`src/rtl/instr_sequencer.sv`:
```
`default_nettype none
// ---------------------------------------------------------------------------
// instr_sequencer : multi-cycle fetch/decode/execute/writeback controller
// Rev 1.0
// ---------------------------------------------------------------------------
module instr_sequencer #(
  parameter int PC_W    = 8,
  parameter int MUL_LAT = 3
) (
  input  logic            clk,
  input  logic            rst_n,
  input  logic            start,
  output logic            imem_req,
  output logic [PC_W-1:0] imem_addr,
  input  logic            imem_ack,
  input  logic [31:0]     imem_rdata,
  output logic [31:0]     ir,
  output logic            exec_en,
  output logic            gpr_we,
  output logic            sgpr_we,
  output logic [PC_W-1:0] pc,
  output logic            busy,
  output logic            halted,
  output logic            illegal
);

  localparam int         CNT_W     = (MUL_LAT > 1) ? $clog2(MUL_LAT) : 1;
  localparam logic [4:0] C_OP_MUL  = 5'd4;
  localparam logic [4:0] C_OP_HALT = 5'd31;

  typedef enum logic [2:0] {
    S_IDLE   = 3'd0,
    S_FETCH  = 3'd1,
    S_DECODE = 3'd2,
    S_EXEC   = 3'd3,
    S_WB     = 3'd4,
    S_HALT   = 3'd5
  } state_t;

  state_t           r_state;
  state_t           w_next;
  logic [CNT_W-1:0] r_cnt;
  logic [4:0]       w_op;
  logic             w_is_mul;
  logic             w_is_alu;

  assign w_op      = ir[31:27];
  assign w_is_mul  = (w_op == C_OP_MUL);
  // Opcodes 0..4 are the legal datapath operations.
  assign w_is_alu  = (w_op <= C_OP_MUL);
  assign imem_addr = pc;

  always_ff @(posedge clk or negedge rst_n) begin
    if (!rst_n) r_state <= S_IDLE;
    else        r_state <= w_next;
  end

  always_comb begin
    w_next   = r_state;
    imem_req = 1'b0;
    exec_en  = 1'b0;
    gpr_we   = 1'b0;
    sgpr_we  = 1'b0;
    busy     = 1'b1;
    halted   = 1'b0;
    case (r_state)
      S_IDLE: begin
        busy = 1'b0;
        if (start) w_next = S_FETCH;
      end
      S_FETCH: begin
        imem_req = 1'b1;
        if (imem_ack) w_next = S_DECODE;
      end
      S_DECODE: begin
        if (w_is_alu) w_next = S_EXEC;
        else          w_next = S_HALT;
      end
      S_EXEC: begin
        exec_en = 1'b1;
        if (r_cnt == '0) w_next = S_WB;
      end
      S_WB: begin
        gpr_we  = 1'b1;
        sgpr_we = w_is_mul;
        w_next  = S_FETCH;
      end
      S_HALT: begin
        busy   = 1'b0;
        halted = 1'b1;
        if (start) w_next = S_FETCH;
      end
      default: w_next = S_IDLE;
    endcase
  end

  always_ff @(posedge clk or negedge rst_n) begin
    if (!rst_n) begin
      pc      <= '0;
      ir      <= '0;
      r_cnt   <= '0;
      illegal <= 1'b0;
    end else begin
      case (r_state)
        S_IDLE, S_HALT: begin
          if (start) begin
            pc      <= '0;
            illegal <= 1'b0;
          end
        end
        S_FETCH: begin
          if (imem_ack) ir <= imem_rdata;
        end
        S_DECODE: begin
          if (w_op == C_OP_HALT) illegal <= 1'b0;
          else if (!w_is_alu)    illegal <= 1'b1;
          else                   r_cnt   <= w_is_mul ? CNT_W'(MUL_LAT - 1) : '0;
        end
        S_EXEC: begin
          if (r_cnt != '0) r_cnt <= r_cnt - 1'b1;
        end
        S_WB: begin
          pc <= pc + 1'b1;
        end
        default: ;
      endcase
    end
  end

endmodule
`default_nettype wire

```
`config.mk`:
```
export PLATFORM = sky130hd
export DESIGN_NAME = instr_sequencer
export DESIGN_NICKNAME = d
export VERILOG_FILES = /design/src/rtl/instr_sequencer.sv
export SDC_FILE = /design/constraint.sdc
export NUM_CORES = 1
export LEC_CHECK = 0
export CAP_MARGIN = 20
export CORE_AREA = 10 10 83 85
export CTS_CLUSTER_DIAMETER = 60
export DETAILED_ROUTE_END_ITERATION = 6
export DIE_AREA = 0 0 93 95
export GPL_ROUTABILITY_DRIVEN = 0
export GPL_TIMING_DRIVEN = 0
export PLACE_DENSITY = 0.88
export SETUP_SLACK_MARGIN = 0.1
export SLEW_MARGIN = 0
export SYNTH_ARGS = -nofsm -noshare
export SYNTH_HDL_FRONTEND = slang
export SYNTH_SLANG_ARGS = --single-unit
```
`constraint.sdc`:
```
create_clock -name clk -period 1.9 [get_ports clk]
set_input_delay 0.475 -clock clk [delete_from_list [all_inputs] [get_ports clk]]
set_output_delay 0.475 -clock clk [all_outputs]
set_load 0.01 [all_outputs]
```
; ---- Yosys cells after proc, flatten, opt, wreduce, memory -nomap -nowiden
; Index checks and enable logic that the tools add are counted.
[totals]
ff_bits = 46
in_bits = 36
[classes]
addsub = 2
order_cmp = 1
eq_ne = 14
muxes = 22
n_reduce_logical = 12
[ops]
columns = operator, count
row1 = 8-bit case mux with 2 select lines, 1
row2 = 3-bit case mux with 5 select lines, 1
row3 = 3-bit two-way mux, 4
row4 = "2-bit inequality test, second input constant", 5
row5 = 1-bit two-way mux, 9
row6 = "8-bit by 1-bit adder with 8-bit output, second input constant", 1
row7 = 2-bit two-way mux, 4
row8 = 8-bit two-way mux, 1
row9 = 2-bit nonzero test, 4
row10 = "3-bit by 2-bit == test with 1-bit output, second input constant", 2
row11 = "3-bit == test, second input constant", 2
row12 = 3-bit AND reduction, 2
row13 = "5-bit by 3-bit == test with 1-bit output, second input constant", 1
row14 = "5-bit == test, second input constant", 1
row15 = "5-bit by 3-bit less-or-equal comparator with 1-bit output, second input constant", 1
row16 = 2-bit case mux with 2 select lines, 1
row17 = 2-bit AND reduction, 2
row18 = 4-bit AND reduction, 1
row19 = "3-bit by 1-bit == test with 1-bit output, second input constant", 1
row20 = 3-bit zero test, 1
row21 = "3-bit inequality test, second input constant", 1
row22 = 2-bit zero test, 1
row23 = "2-bit by 1-bit inequality test with 1-bit output, second input constant", 1
row24 = 1-bit case mux with 2 select lines, 1
row25 = 2 further kinds, 2

; ---- Depth between registers and ports, before layout
[depth]
word_depth = 5
ltp_mapped = 7

; ---- Least setup slack after synthesis
; No wires, ideal clock.
[synth_timing]
path_kind = reg-to-output
startpoint = register r_state[0]
endpoint = output port sgpr_we
arrival_time_ns = 1.190
required_ns = 1.425
path_slack_ns = 0.235
stages_incl_launch_ff = 5
path_buffers = 2
cell_sequence = dfrtp_1 > buf_4 > or3b_1 > buf_6 > nor2_1
[synth_via]
elab_chain_cells = 2
[synth_lines]
columns = element, line_no
row1 = from (decl), 40  ; state_t r_state;
row2 = from (signal assigned), 55  ; else r_state <= w_next;
row3 = 3-bit == test, 66  ; case (r_state)
row4 = 1-bit two-way mux, 66
row5 = to (decl), 20  ; output logic sgpr_we,
; Every way passes these cells.

; ---- Final worst setup path
; Same ends and word-level chain as after synthesis.

==> flow_summary.json <==
{
  "power.share.sequential_pct": 32.9,
  "post_synth_main_area_contributors": "sky130_fd_sc_hd__dfrtp_1 54%, sky130_fd_sc_hd__mux2_2 15%, sky130_fd_sc_hd__buf_4 3.5%",
  "synth-async-reset-ratio_pct": 100,
  "worst_slew_margin_rel_pct": 66.3,
  "period_share_pct": 107,
  "clock_tree.buffer_depth": 2,
  "power_dissipated_by_switching_net_loads_mw": 1.77,
  "synthToLayoutAreaGrowth_pct": 63.0,
  "max_cap_viol_count": 0,
  "synthMostInstantiatedCell": "sky130_fd_sc_hd__dfrtp_1",
  "clkSinkCount": 46,
  "critPathMaxFanout": 4,
  "setup_violations_final": 3,
  "ys_ff_latch": 46,
  "hold_slack_ps": 142,
  "postRouteWirelength_um": 6090,
  "die_h_um": 95,
  "finalClockSkew_ps": 4.16,
  "tritoncts": "yes",
  "p_sw_share_pct": 34.6,
  "clkTransAtPathRegs_ps": 80,
  "timing.final.crit_period_ps": 2030,
  "grt_pass1_wl_um": 9580,
  "grt_setup_unrepaired": "yes",
  "crit_arrival_ps": 1550,
  "syn_inst": 181,
  "worst_skew_pair.late_latency_ps": 290,
  "drive_gt1_share_pct": 30.9,
  "setup.worst_path.start_class": "register",
  "hp-class": "in2async",
  "post-route-drc-count": 0,
  "vias": 1814,
  "antenna_found_initial": 0,
  "cts.hold.buffers_added": 0,
  "fin_ws_ps": -126,
  "static-leakage-power_nw": 1.61,
  "placeable_core_region_um2": 5340,
  "ant_nets": 0,
  "die-area_um2": 8840,
  "effective_utilization_at_floorplan_pct": 39.8,
  "synth_area_leader_cell": "sky130_fd_sc_hd__dfrtp_1",
  "fmax_mhz": 494,
  "status": "finished, violations left",
  "boundaryPins": 91,
  "setup.worst_path.class": "reg2out",
  "worst_vdd_ir_uv": 739,
  "power_frac_comb_pct": 55.2,
  "cts_made_buffers": 5,
  "clock-root-buffer": "sky130_fd_sc_hd__clkbuf_8",
  "drt-wirelength-per-cell_um": 16.3,
  "post_synth_net_total": 219,
  "drtIter0Drc": 48,
  "nFillCells": 431,
  "final.setup.tns_ps": -271,
  "pwr-share-clk_pct": 11.9,
  "synth_area_um2": 2120,
  "yosys_warnings": 0,
  "grt_start_max_net_pins": 28,
  "cellInternalPower_mw": 3.35,
  "worst_setup_path_end_kind": "output pin",
  "yosys.cell_types.count": 32,
  "route.detailed.vias_per_inst": 4.86,
  "worst_pin_slew_ps": 506,
  "yosysSeqAreaShare_pct": 54.2,
  "hold_viol": 0,
  "grt-ovfl-total": 0,
  "slew_violations": 0,
  "synth.top_cells.by_count": "46 x sky130_fd_sc_hd__dfrtp_1, 28 x sky130_fd_sc_hd__mux2_2, 14 x sky130_fd_sc_hd__nor2_1",
  "antenna-diode-count": 0,
  "synthFlopType": "sky130_fd_sc_hd__dfrtp_1",
  "drt_pre_antenna_iters": 4,
  "place.detailed.hpwl_um": 4490,
  "die_x_um": 93,
  "port_buffers": 90,
  "grt_pass1_vias": 1876,
  "synth-edff-count": 0,
  "std_cell_rows": 27,
  "globalRouteTotalUtil_pct": 13.3,
  "req_time_crit_path_ps": 1420,
  "layout.nets": 338,
  "violations": "setup timing",
  "area_share_of_the_largest_cell_type_after_synthesis_pct": 54.2,
  "cts_htree_levels": 2,
  "power.density_cell_area_nw_per_um2": 1480,
  "synth_area_per_cell_um2": 11.7
}
cells by family (layout without fill, tap and decap cells):
family                     after synthesis  count (layout)  synth area share [%]
AOI/OAI and AO/OA                       29              29                  8.13
xor gates and xnor gates                 2               2                 0.825
adders and majority gates                2               2                  1.18
buffers and inverters                   21             141                  6.42
DFF                                     46              46                  54.2
muxes                                   36              36                  18.9
and+or+nand+nor                         45              45                  10.3
metrics by stage:
step | setup WS (ps) | power [mW] | std cells | util (%) | cell area (µm²)
floorplan | 235 | 2.93 | 181 | - | 2120
global placement | -992 | 4.11 | 343 | 58.3 | 3110
detailed placement | -285 | 4.20 | 344 | 58.6 | 3130
CTS | -135 | 4.97 | 366 | 62.7 | 3340
global route | -210 | 5.48 | 373 | 64.8 | 3460
finish | -126 | 5.12 | 373 | 64.8 | 3460
per-layer routing:
metal	vias to the layer above	wire, µm	GRT usage [%]
li1	862	-	-
met1	880	2310	14.3
met2	68	3040	22.3
met3	4	704	7.69
met4	0	30	3.47
met5	-	0	0
cell type report:
cell class | instances | area [µm²] | share of cell area [%]
multi-input combinational | 114 | 887 | 25.6
timing repair buffer | 112 | 1060 | 30.7
clock inverter | 1 | 5.00 | 0.145
inverter | 5 | 25.0 | 0.723
clock buffer | 7 | 86.3 | 2.49
buffer | 16 | 146 | 4.23
sequential | 46 | 1160 | 33.4
tap | 72 | 90.1 | 2.60
placed cells by master (no fill, tap or decap), types with 5 or more instances in the layout:
cell / instances
sky130_fd_sc_hd__a21oi_1: 8
sky130_fd_sc_hd__buf_2: 5
sky130_fd_sc_hd__buf_4: 28
sky130_fd_sc_hd__buf_6: 9
sky130_fd_sc_hd__clkbuf_8: 6
sky130_fd_sc_hd__clkdlybuf4s50_1: 70
sky130_fd_sc_hd__dfrtp_1: 41
sky130_fd_sc_hd__dfrtp_2: 5
sky130_fd_sc_hd__dlygate4sd2_1: 6
sky130_fd_sc_hd__dlymetal6s2s_1: 7
sky130_fd_sc_hd__mux2_1: 5
sky130_fd_sc_hd__mux2_2: 28
sky130_fd_sc_hd__nand2_1: 12
sky130_fd_sc_hd__nand3_1: 6
sky130_fd_sc_hd__nor2_1: 13
sky130_fd_sc_hd__o21ai_0: 6
sky130_fd_sc_hd__o21ai_1: 5
path summary, 6_finish.rpt:
path / startpoint / slack (ps) / cells past startpoint / end
max in group asynchronous: rst_n / 1230 / 2 / ir[29]$_DFFE_PN0P_
hold / removal: rst_n / 140 / 1 / r_state[2]$_DFFE_PN0P_
hold reg to reg: ir[12]$_DFFE_PN0P_ / 500 / 1 / ir[12]$_DFFE_PN0P_
min in group clk: ir[12]$_DFFE_PN0P_ / 500 / 1 / ir[12]$_DFFE_PN0P_
setup / recovery: r_state[0]$_DFFE_PN0P_ / -130 / 5 / sgpr_we
setup reg to reg: r_state[0]$_DFFE_PN0P_ / 140 / 7 / r_state[2]$_DFFE_PN0P_
flip-flops by register name, summed over array words and instances, names as in the netlist:
signal,count
illegal,1
ir,32
imem_addr,8
r_state,3
r_cnt,2
worst max-delay path, stage by stage (launching register included):
cell and delay, ps:
sky130_fd_sc_hd__dfrtp_1 400, sky130_fd_sc_hd__buf_6 130, sky130_fd_sc_hd__or3b_4 380, sky130_fd_sc_hd__buf_6 140
sky130_fd_sc_hd__nor2_1 70, sky130_fd_sc_hd__buf_2 140
power groups by stage:
stage | combinational, mW | clock, mW | sequential, mW
2_1_floorplan | 1.07 | 0 | 1.86
3_3_place_gp | 2.42 | 0 | 1.69
3_5_place_dp | 2.48 | 0 | 1.72
4_1_cts | 2.65 | 0.638 | 1.69
5_1_grt | 3.06 | 0.673 | 1.75
6_report | 2.83 | 0.609 | 1.68
what timing repair did:
item | CTS | global route
gates cloned | 0 | 0
setup endpoints to repair | 19 | 42
gates resized for setup | 37 | 29
pin swaps | 3 | 4
buffers inserted | 14 | 8
(Power assumes the default switching activity.)
